$ cat src/rtl/cbfp_pkg.sv
// Shared types and constants for the CBFP control unit.
package cbfp_pkg;

    typedef enum logic {
        IDLE = 1'b0,
        READ = 1'b1
    } rd_state_e;

    localparam int unsigned CBFP_BLK_LEN     = 16;
    localparam int unsigned CBFP_NUM_BLK     = 32;
    localparam int unsigned CBFP_ADDR_W      = $clog2(CBFP_BLK_LEN);
    localparam int unsigned CBFP_BLK_W       = $clog2(CBFP_NUM_BLK);
    localparam int unsigned CBFP_MIN_LAT_MAX = CBFP_BLK_LEN - 2;

    // Index width that stays at least 1 bit when the count is 1.
    function automatic int unsigned cbfp_width(input int unsigned n);
        return (n > 1) ? $clog2(n) : 1;
    endfunction

endpackage

$ cat src/rtl/cu_cbfp_dly.sv
// DEPTH-stage 1-bit shift delay with synchronous reset.
module cu_cbfp_dly
    import cbfp_pkg::*;
#(
    parameter int unsigned DEPTH = 2
)(
    input  logic clk,
    input  logic rst,
    input  logic d,
    output logic q
);

    logic [DEPTH-1:0] sr;

    if (DEPTH == 1) begin : g_one
        always_ff @(posedge clk) begin
            if (rst) sr <= '0;
            else     sr <= d;
        end
    end else begin : g_chain
        always_ff @(posedge clk) begin
            if (rst) sr <= '0;
            else     sr <= {sr[DEPTH-2:0], d};
        end
    end

    assign q = sr[DEPTH-1];

endmodule

$ cat src/rtl/cu_cbfp_blk.sv
// CBFP control unit: block/frame counting and ping-pong buffer sequencing.
// Optional readout backpressure is enabled by defining CU_CBFP_BACKPRESSURE_EN.
module cu_cbfp_blk
    import cbfp_pkg::*;
#(
    parameter int unsigned BLK_LEN = CBFP_BLK_LEN,
    parameter int unsigned NUM_BLK = CBFP_NUM_BLK,
    parameter int unsigned MIN_LAT = 2
)(
    input  logic                            clk,
    input  logic                            rst,
    input  logic                            in_valid,
    input  logic                            out_ready,
    output logic                            mag_en,
    output logic [cbfp_width(BLK_LEN)-1:0]  wr_addr,
    output logic                            wr_bank,
    output logic                            min_en,
    output logic                            valid_out,
    output logic [cbfp_width(BLK_LEN)-1:0]  rd_addr,
    output logic                            rd_bank,
    output logic [cbfp_width(NUM_BLK)-1:0]  blk_idx,
    output logic                            frame_done,
    output logic                            overrun
);

    localparam int unsigned AW        = cbfp_width(BLK_LEN);
    localparam int unsigned BW        = cbfp_width(NUM_BLK);
    localparam logic [AW-1:0] ADDR_LAST = AW'(BLK_LEN - 1);
    localparam logic [BW-1:0] BLK_LAST  = BW'(NUM_BLK - 1);
    localparam int unsigned DLY_DEPTH = (MIN_LAT > CBFP_MIN_LAT_MAX) ? CBFP_MIN_LAT_MAX :
                                        ((MIN_LAT < 1) ? 1 : MIN_LAT);

    logic [AW-1:0] wr_cnt;
    logic          wr_bank_ptr;
    logic          blk_end;
    logic          wr_start;
    logic          accept;
    logic          last_beat;
    logic          pending;
    logic [1:0]    bank_busy;
    logic          wr_hits_unread;
    rd_state_e     state;

    always_ff @(posedge clk) begin
        if (rst) begin
            mag_en      <= 1'b0;
            wr_addr     <= '0;
            wr_bank     <= 1'b0;
            wr_cnt      <= '0;
            wr_bank_ptr <= 1'b0;
        end else begin
            mag_en <= in_valid;
            if (in_valid) begin
                wr_addr <= wr_cnt;
                wr_bank <= wr_bank_ptr;
                wr_cnt  <= wr_cnt + 1'b1;
                if (wr_cnt == ADDR_LAST)
                    wr_bank_ptr <= ~wr_bank_ptr;
            end
        end
    end

    assign blk_end  = mag_en && (wr_addr == ADDR_LAST);
    assign wr_start = mag_en && (wr_addr == '0);

    cu_cbfp_dly #(
        .DEPTH (DLY_DEPTH)
    ) u_min_dly (
        .clk (clk),
        .rst (rst),
        .d   (blk_end),
        .q   (min_en)
    );

`ifdef CU_CBFP_BACKPRESSURE_EN
    assign accept = valid_out && out_ready;
`else
    logic unused_out_ready;
    assign unused_out_ready = out_ready;
    assign accept = valid_out;
`endif

    assign last_beat  = accept && (rd_addr == ADDR_LAST);
    assign frame_done = last_beat && (blk_idx == BLK_LAST);

    // rd_addr wraps to 0 on the last beat, so a back-to-back block needs no reload.
    always_ff @(posedge clk) begin
        if (rst) begin
            state     <= IDLE;
            valid_out <= 1'b0;
            rd_addr   <= '0;
            rd_bank   <= 1'b0;
            blk_idx   <= '0;
            pending   <= 1'b0;
        end else begin
            case (state)
                IDLE: begin
                    if (min_en || pending) begin
                        state     <= READ;
                        valid_out <= 1'b1;
                        rd_addr   <= '0;
                        pending   <= pending && min_en;
                    end
                end
                READ: begin
                    if (accept)
                        rd_addr <= rd_addr + 1'b1;
                    if (last_beat) begin
                        rd_bank <= ~rd_bank;
                        blk_idx <= (blk_idx == BLK_LAST) ? '0 : blk_idx + 1'b1;
                        if (pending || min_en) begin
                            pending <= pending && min_en;
                        end else begin
                            state     <= IDLE;
                            valid_out <= 1'b0;
                        end
                    end else if (min_en) begin
                        pending <= 1'b1;
                    end
                end
                default: begin
                    state     <= IDLE;
                    valid_out <= 1'b0;
                end
            endcase
        end
    end

    // A busy bank whose readout is already past address 0 can safely take a new
    // address-0 write; only flag writes that would clobber unread data.
    assign wr_hits_unread = wr_start && bank_busy[wr_bank] &&
                            !((state == READ) && (rd_bank == wr_bank) && (rd_addr != '0));

    always_ff @(posedge clk) begin
        if (rst) begin
            bank_busy <= '0;
            overrun   <= 1'b0;
        end else begin
            if (last_beat)
                bank_busy[rd_bank] <= 1'b0;
            if (blk_end)
                bank_busy[wr_bank] <= 1'b1;
            if (wr_hits_unread ||
                (min_en && pending && (state == READ) && !last_beat))
                overrun <= 1'b1;
        end
    end

endmodule

$ cat config.mk
export PLATFORM = sky130hd
export DESIGN_NAME = cu_cbfp_blk
export DESIGN_NICKNAME = d
export VERILOG_FILES = /design/src/rtl/cbfp_pkg.sv /design/src/rtl/cu_cbfp_dly.sv /design/src/rtl/cu_cbfp_blk.sv
export SDC_FILE = /design/constraint.sdc
export NUM_CORES = 1
export LEC_CHECK = 0
export ABC_CLOCK_PERIOD_IN_PS = 3900
export CORE_ASPECT_RATIO = 2
export CORE_MARGIN = 2
export CORE_UTILIZATION = 40
export DETAILED_ROUTE_END_ITERATION = 7
export PLACE_DENSITY_LB_ADDON = 0.2
export RECOVER_POWER = 100
export SLEW_MARGIN = 20
export SYNTH_ARGS = -nofsm -noshare
export SYNTH_HDL_FRONTEND = slang
export SYNTH_SLANG_ARGS = --single-unit
export TNS_END_PERCENT = 10
$ cat constraint.sdc
create_clock -name clk -period 3.9 [get_ports clk]
set_input_delay 0.78 -clock clk [delete_from_list [all_inputs] [get_ports clk]]
set_output_delay 0.78 -clock clk [all_outputs]
set_load 0.03 [all_outputs]
==> impl_metrics.prom <==
# TYPE chip_impl_metric gauge
chip_impl_metric{name="wirelength",unit="mm"} 2.898
chip_impl_metric{name="antenna_cells_inserted",unit=""} 0
chip_impl_metric{name="setup-violations-final",unit=""} 0
chip_impl_info{name="critPathLaunch",value="blk_idx[0]"} 1
chip_impl_metric{name="cts_resized",unit=""} 0
chip_impl_metric{name="switching_share",unit=""} 0.2201
chip_impl_metric{name="required",unit="ns"} 3.12
chip_impl_metric{name="vias_in_the_first_global_route",unit=""} 1157
chip_impl_metric{name="final_max_slew_viol_count",unit=""} 0
chip_impl_metric{name="power_frac_comb",unit=""} 0.041
chip_impl_metric{name="num_io_pins",unit=""} 24
chip_impl_metric{name="dr.first_iter.drc_count",unit=""} 28
chip_impl_metric{name="worst-path-max-fanout",unit=""} 6
chip_impl_metric{name="timing.fmax",unit="GHz"} 0.3277
chip_impl_metric{name="placeableCoreArea",unit="mm²"} 0.003157
chip_impl_metric{name="fp.dieH",unit="µm"} 84.66
chip_impl_metric{name="fin_cells",unit=""} 194
chip_impl_metric{name="synth_area",unit="mm²"} 0.001301
chip_impl_metric{name="final_layout_size_suffix_gt1_frac",unit=""} 0.06748
chip_impl_metric{name="area_growth_syn_to_layout",unit="%"} 22.69
chip_impl_info{name="cts_tree",value="built"} 1
chip_impl_metric{name="antenna_found_initial",unit=""} 0
chip_impl_info{name="crit_path_end_kind",value="output pin"} 1
chip_impl_metric{name="route.vias.total",unit=""} 1110
chip_impl_metric{name="pre_cts_slack",unit="ns"} 1.183
chip_impl_info{name="criticalPathCategory",value="flip-flop to output pin"} 1
chip_impl_info{name="worst_hold_startpoint",value="u_min_dly.sr[0]"} 1
chip_impl_metric{name="pin_count_of_the_biggest_net_entering_global_routing",unit=""} 29
chip_impl_metric{name="synth_area_per_cell",unit="µm²"} 9.164
chip_impl_info{name="combinational_family_with_the_most_area_after_synthesis",value="simple AND/OR/NAND/NOR gates"} 1
chip_impl_metric{name="power.leakage",unit="nW"} 0.6340
chip_impl_metric{name="power.density_cell_area",unit="mW/mm²"} 360.8
chip_impl_info{name="crit_path_start_kind",value="flip-flop"} 1
chip_impl_metric{name="detailedPlacementHpwl",unit="mm"} 2.127
chip_impl_metric{name="post_synth_and_or_nand_nor_area_fraction",unit=""} 0.2154
chip_impl_metric{name="count_of_nets_after_finishing",unit=""} 172
chip_impl_info{name="rsz0062_at_grt",value="false"} 1
chip_impl_metric{name="synthesis.nets",unit=""} 151
chip_impl_metric{name="synth-compound-area-share",unit=""} 0.1433
chip_impl_info{name="critical_path.reg2reg.startpoint",value="blk_idx[0]"} 1
chip_impl_metric{name="finalClockSkew",unit="ns"} 0.003624
chip_impl_metric{name="synth_adder_area_share",unit=""} 0.04808
chip_impl_metric{name="grt_pass1_wl",unit="mm"} 5.002
chip_impl_metric{name="netlist_instances",unit=""} 142
chip_impl_metric{name="io_buffer_count",unit=""} 22
chip_impl_metric{name="design.die.area",unit="mm²"} 0.003753
chip_impl_metric{name="finalWeightedCongestion",unit=""} 0.7150
chip_impl_metric{name="setup_total_negative_slack",unit="ns"} 0
chip_impl_metric{name="cts.hold.buffers_added",unit=""} 0
chip_impl_metric{name="drc",unit=""} 0
chip_impl_metric{name="synth-warning-count",unit=""} 0
chip_impl_metric{name="synth_seq_area_share",unit=""} 0.4462
chip_impl_metric{name="route.detailed.wl_per_inst",unit="µm"} 14.94
chip_impl_metric{name="dieWidth",unit="µm"} 44.33
chip_impl_metric{name="maxSlewHeadroom",unit=""} 0.3312
chip_impl_metric{name="worst_ep_arrival_time",unit="ns"} 2.27
chip_impl_info{name="worst_hold_path_type",value="flip-flop to flip-flop"} 1
chip_impl_metric{name="grt_use_total",unit=""} 0.1793
chip_impl_metric{name="synth-edff-count",unit=""} 0
chip_impl_metric{name="drv.max_cap_violation_count",unit=""} 0
chip_impl_metric{name="synth_async_sr_flop_share",unit=""} 0
chip_impl_metric{name="synth.mux.area_fraction",unit=""} 0.05481
chip_impl_metric{name="initial_utilization",unit=""} 0.4122
chip_impl_metric{name="clockBufferDepth",unit=""} 2
chip_impl_metric{name="drt-pass1-iter-count",unit=""} 4
chip_impl_info{name="synthFlopType",value="sky130_fd_sc_hd__dfxtp_1"} 1
chip_impl_metric{name="p_sw",unit="mW"} 0.1268
chip_impl_metric{name="dpl.cell_count",unit=""} 187
chip_impl_metric{name="avgViaCountPerCell",unit=""} 5.722
chip_impl_metric{name="flop_and_latch_count_out_of_synthesis",unit=""} 29
chip_impl_metric{name="clock_power_share",unit=""} 0.431
chip_impl_metric{name="cts.reportedPaths.clkPinSlew",unit="ns"} 0.06
chip_impl_metric{name="share_seq_of_total_power",unit=""} 0.528
chip_impl_info{name="root_buffer",value="sky130_fd_sc_hd__clkbuf_8"} 1
chip_impl_info{name="outcome",value="finished clean"} 1
chip_impl_metric{name="clk_latency",unit="ns"} 0.28
chip_impl_metric{name="timing.final.ws_setup",unit="ns"} 0.8482
chip_impl_metric{name="synth_xor_area_frac",unit=""} 0.03365
chip_impl_metric{name="grt_remaining_overflow",unit=""} 0
chip_impl_metric{name="hold_viol_final",unit=""} 0
chip_impl_metric{name="vdd.ir_drop.worst",unit="µV"} 238.5
chip_impl_metric{name="postRouteAntennaNets",unit=""} 0
chip_impl_metric{name="numCtsBuffers",unit=""} 5
chip_impl_metric{name="number_of_distinct_standard_cells_referenced_by_the_synthesized_netlist",unit=""} 36
chip_impl_metric{name="final_period_minus_worst_setup_slack",unit="ns"} 3.052
chip_impl_metric{name="fin_total_pwr",unit="mW"} 0.5761
chip_impl_metric{name="worst_max_slew_pin_slew",unit="ns"} 0.9999
chip_impl_metric{name="cts_htree_levels",unit=""} 2
chip_impl_metric{name="clkSinkCount",unit=""} 29
chip_impl_metric{name="period_share",unit=""} 0.7825
chip_impl_metric{name="internal_power",unit="mW"} 0.4493
chip_impl_metric{name="core.rowCount",unit=""} 29
chip_impl_metric{name="postCtsSetupBuffers",unit=""} 0
worst max-delay path, stage by stage, from the launching register on:
cell	delay, ns
sky130_fd_sc_hd__dfxtp_1	0.40
sky130_fd_sc_hd__ha_1	0.22
sky130_fd_sc_hd__and3_1	0.16
sky130_fd_sc_hd__ha_1	0.25
sky130_fd_sc_hd__inv_1	0.08
sky130_fd_sc_hd__nor2_1	0.13
sky130_fd_sc_hd__dlygate4sd3_1	0.76
placed cells by master, fill, tap and decap left out, types with 2 or more instances in the layout:
cell                            instances
sky130_fd_sc_hd__nand4_1                7
sky130_fd_sc_hd__o21ai_0                5
sky130_fd_sc_hd__o21a_1                 2
sky130_fd_sc_hd__a31oi_1                3
sky130_fd_sc_hd__xor2_1                 4
sky130_fd_sc_hd__dlygate4sd3_1         21
sky130_fd_sc_hd__nor2b_1                3
sky130_fd_sc_hd__and3_1                 2
sky130_fd_sc_hd__dfxtp_1               29
sky130_fd_sc_hd__a21oi_1               11
sky130_fd_sc_hd__a32o_1                 2
sky130_fd_sc_hd__nand2b_1               2
sky130_fd_sc_hd__nor2_1                16
sky130_fd_sc_hd__or4_1                  3
sky130_fd_sc_hd__nand2_1                4
sky130_fd_sc_hd__mux2i_1                6
sky130_fd_sc_hd__clkbuf_8               6
sky130_fd_sc_hd__nor3_1                 5
sky130_fd_sc_hd__o31ai_1                2
sky130_fd_sc_hd__a211oi_1               3
sky130_fd_sc_hd__nand4b_1               2
sky130_fd_sc_hd__ha_1                   5
sky130_fd_sc_hd__inv_1                  7
final cells by class:
| cell class | count | area [µm²] |
|---|---|---|
| fill | 311 | 1560 |
| clock buffer | 7 | 86.33 |
| timing repair buffer | 22 | 220.2 |
| inverter | 7 | 26.28 |
| tap | 31 | 38.79 |
| multi-input combinational | 98 | 644.4 |
| sequential | 29 | 580.6 |
flip-flops by register name, indices dropped and copies added (netlist names), 2 cells and up:
register,count
wr_cnt,4
u_min_dly.sr,2
rd_addr,4
bank_busy,2
wr_addr,4
blk_idx,5
power groups by stage:
stage | Combinational, mW | Sequential (mW) | Clock [mW]
floorplan | 0.0141 | 0.313 | 0
global placement | 0.0241 | 0.311 | 0
detailed placement | 0.0245 | 0.311 | 0
CTS | 0.0247 | 0.304 | 0.255
global route | 0.0263 | 0.305 | 0.271
finish | 0.0236 | 0.304 | 0.248
path summary, 6_finish.rpt:
check	cells past startpoint	endpoint	slack (ns)
worst min register to register	1	u_min_dly.sr[1]	0.45
worst min-delay path	1	u_min_dly.sr[1]	0.45
worst max-delay path	6	frame_done	0.85
worst max register to register	5	blk_idx[2]	2.12
per-layer routing:
metal	vias up	share of wire	GRT usage
li1	549	-	-
met1	527	0.35	0.1662
met2	27	0.58	0.3316
met3	7	0.048	0.05591
met4	0	0.025	0.08264
met5	-	0	0
synthesized netlist by cell type (2+ instances only):
cell	number	area share
sky130_fd_sc_hd__a211oi_1	3	0.017
sky130_fd_sc_hd__a21oi_1	11	0.042
sky130_fd_sc_hd__a31oi_1	3	0.014
sky130_fd_sc_hd__a32o_1	2	0.015
sky130_fd_sc_hd__and3_1	2	0.0096
sky130_fd_sc_hd__buf_6	2	0.017
sky130_fd_sc_hd__clkbuf_1	4	0.012
sky130_fd_sc_hd__dfxtp_1	29	0.45
sky130_fd_sc_hd__ha_1	5	0.048
sky130_fd_sc_hd__inv_1	7	0.020
sky130_fd_sc_hd__mux2i_1	6	0.046
sky130_fd_sc_hd__nand2_1	4	0.012
sky130_fd_sc_hd__nand2b_1	2	0.0096
sky130_fd_sc_hd__nand4_1	7	0.034
sky130_fd_sc_hd__nand4b_1	2	0.013
sky130_fd_sc_hd__nor2_1	16	0.046
sky130_fd_sc_hd__nor2b_1	3	0.014
sky130_fd_sc_hd__nor3_1	5	0.019
sky130_fd_sc_hd__o21a_1	2	0.012
sky130_fd_sc_hd__o21ai_0	5	0.019
sky130_fd_sc_hd__o31ai_1	2	0.012
sky130_fd_sc_hd__or4_1	3	0.017
sky130_fd_sc_hd__xor2_1	4	0.027
cells by family (layout without fill, tap and decap cells):
family                     Yosys count  after routing
AOI/OAI and AO/OA                   30             30
xor gates and xnor gates             5              5
adders and majority gates            5              5
buffers and inverters               15             36
DFF                                 29             29
muxes                                7              7
and+or+nand+nor                     51             51
through the flow:
stage	utilization	hold WS (ns)	area, µm²
finish	0.5057	0.4540	1597
global route	0.5057	0.4730	1597
CTS	0.5057	0.4600	1597
detailed placement	0.4784	0.4426	1510
global placement	0.4784	0.4172	1510
floorplan	-	0.4138	1301
No activity file was read; power rests on OpenSTA's default activity.
==> patch, RTL diff (same settings) <==
Set the parameter `MIN_LAT` to 1 (it was 2).
--- a/src/rtl/cu_cbfp_blk.sv
+++ b/src/rtl/cu_cbfp_blk.sv
@@ -6,5 +6,5 @@
     parameter int unsigned BLK_LEN = CBFP_BLK_LEN,
     parameter int unsigned NUM_BLK = CBFP_NUM_BLK,
-    parameter int unsigned MIN_LAT = 2
+    parameter int unsigned MIN_LAT = 1
 )(
     input  logic                            clk,
Check against the original RTL: no difference found for any inputs over 10 cycles, from zero or initial values and one cycle with rst high; that may be too few to reach the edited logic, so the function may still have changed.
==> patch against the original RTL <==
Total power is 5.5% lower; critical endpoint unchanged; sequential cell count decreased by 1; final cell count down 2.1%; largest cell class unchanged; wire length fell by 9.5%; clock power fell by 8.5%; highest routed layer unchanged; synthesized area is 2.2% lower; worst setup slack better by 0.026 ns; critical path depth unchanged; design area down 2.4%.
==> patch: results <==
[worst_hold_path]
min_to = blk_idx[3]$_SDFFE_PP0P_
hold_depth = 2
worstHoldStart = blk_idx[3]$_SDFFE_PP0P_

[route]
wl_per_cell_microns = 13.8
via_per_inst = 5.73
drtIter0Drc = 30

[placed_design]
dpl_cell_area_sq_um = 1490
post-place-ws_ns = 1.24
dp_hpwl_microns = 1940

[logic_synthesis]
syn_nets = 149
yosysSeqAreaShare_pct = 44.1
ys_top_cells_by_count = dfxtp_1, nor2_1, a21oi_1
synth_area_leaders = dfxtp_1, ha_1, mux2i_1, nor2_1, a21oi_1

[sta]
tightest_slew_ns = 1.18
fin_skew_ns = 0.00348

[pwr]
p_leak_nw = 0.617
max-vdd-ir-drop_mv = 0.240

[clocking]
clkTransAtPathRegs_ns = 0.09
cts_made_buffers = 3

[global_routing]
grt_pass1_vias = 1049
grt_pass1_wl_microns = 4490
grtUsageTotal_pct = 15.4

[outcome]
outcome = finished clean

[final_layout]
final_layout_size_suffix_gt1_share_pct = 5.66
final_nets = 169

[critical_path]
arrival_ns = 2.25
-- patch: how the worst max path moves through the flow --
stage | depth (start not counted) | to | startpoint | slack (ns)
global placement | 6 | frame_done | blk_idx[0]$_SDFFE_PP0P_ | 1.26
finish | 6 | frame_done | blk_idx[0]$_SDFFE_PP0P_ | 0.87
detailed placement | 6 | frame_done | blk_idx[0]$_SDFFE_PP0P_ | 1.24
CTS | 6 | frame_done | blk_idx[0]$_SDFFE_PP0P_ | 0.93
floorplan | 5 | frame_done | blk_idx[0]$_SDFFE_PP0P_ | 1.50
global route | 6 | frame_done | blk_idx[0]$_SDFFE_PP0P_ | 0.73
-- patch: kinds of logic after synthesis --
logic type      share of synthesized area [%]
compound gates                           15.0
xor+xnor                                 3.44
fa+ha+maj                                4.92
buf+inv                                  5.80
flops                                    44.1
mux                                      5.60
simple gates                             21.1
-- patch: worst register-to-register path, cell delays in order, from the launching register on --
cell,delay [ns]
dfxtp_1,0.36
ha_1,0.24
and3_1,0.19
ha_1,0.24
or4_1,0.54
a21oi_1,0.15
-- patch: where the power goes --
part | internal (mW) | total [mW] | switching, mW
logic | 0.00967 | 0.0239 | 0.0143
clock network | 0.137 | 0.227 | 0.0894
registers | 0.290 | 0.294 | 0.00398
-- patch: cell type report --
class	count	area (sq um)
multi-input combinational	97	638
timing repair buffer	23	224
inverter	7	26.3
sequential	28	561
clock buffer	3	41.3
tap	31	38.8
fill	302	1560
clock inverter	1	30.0
-- patch: metal layers --
metal	global-route usage (%)	routed length (microns)	vias to the layer above
met5	0	0	-
met4	5.79	51	0
met3	2.60	83	6
met2	27.7	1440	23
met1	17.0	1050	515
li1	-	-	545
-- patch: metrics by stage --
stage	util [%]	instances	power (mW)
4_1_cts	50.1	190	0.551
3_5_place_dp	47.8	186	0.326
6_report	50.0	190	0.544
3_3_place_gp	47.8	186	0.325
5_1_grt	50.0	190	0.567
2_1_floorplan	-	140	0.317
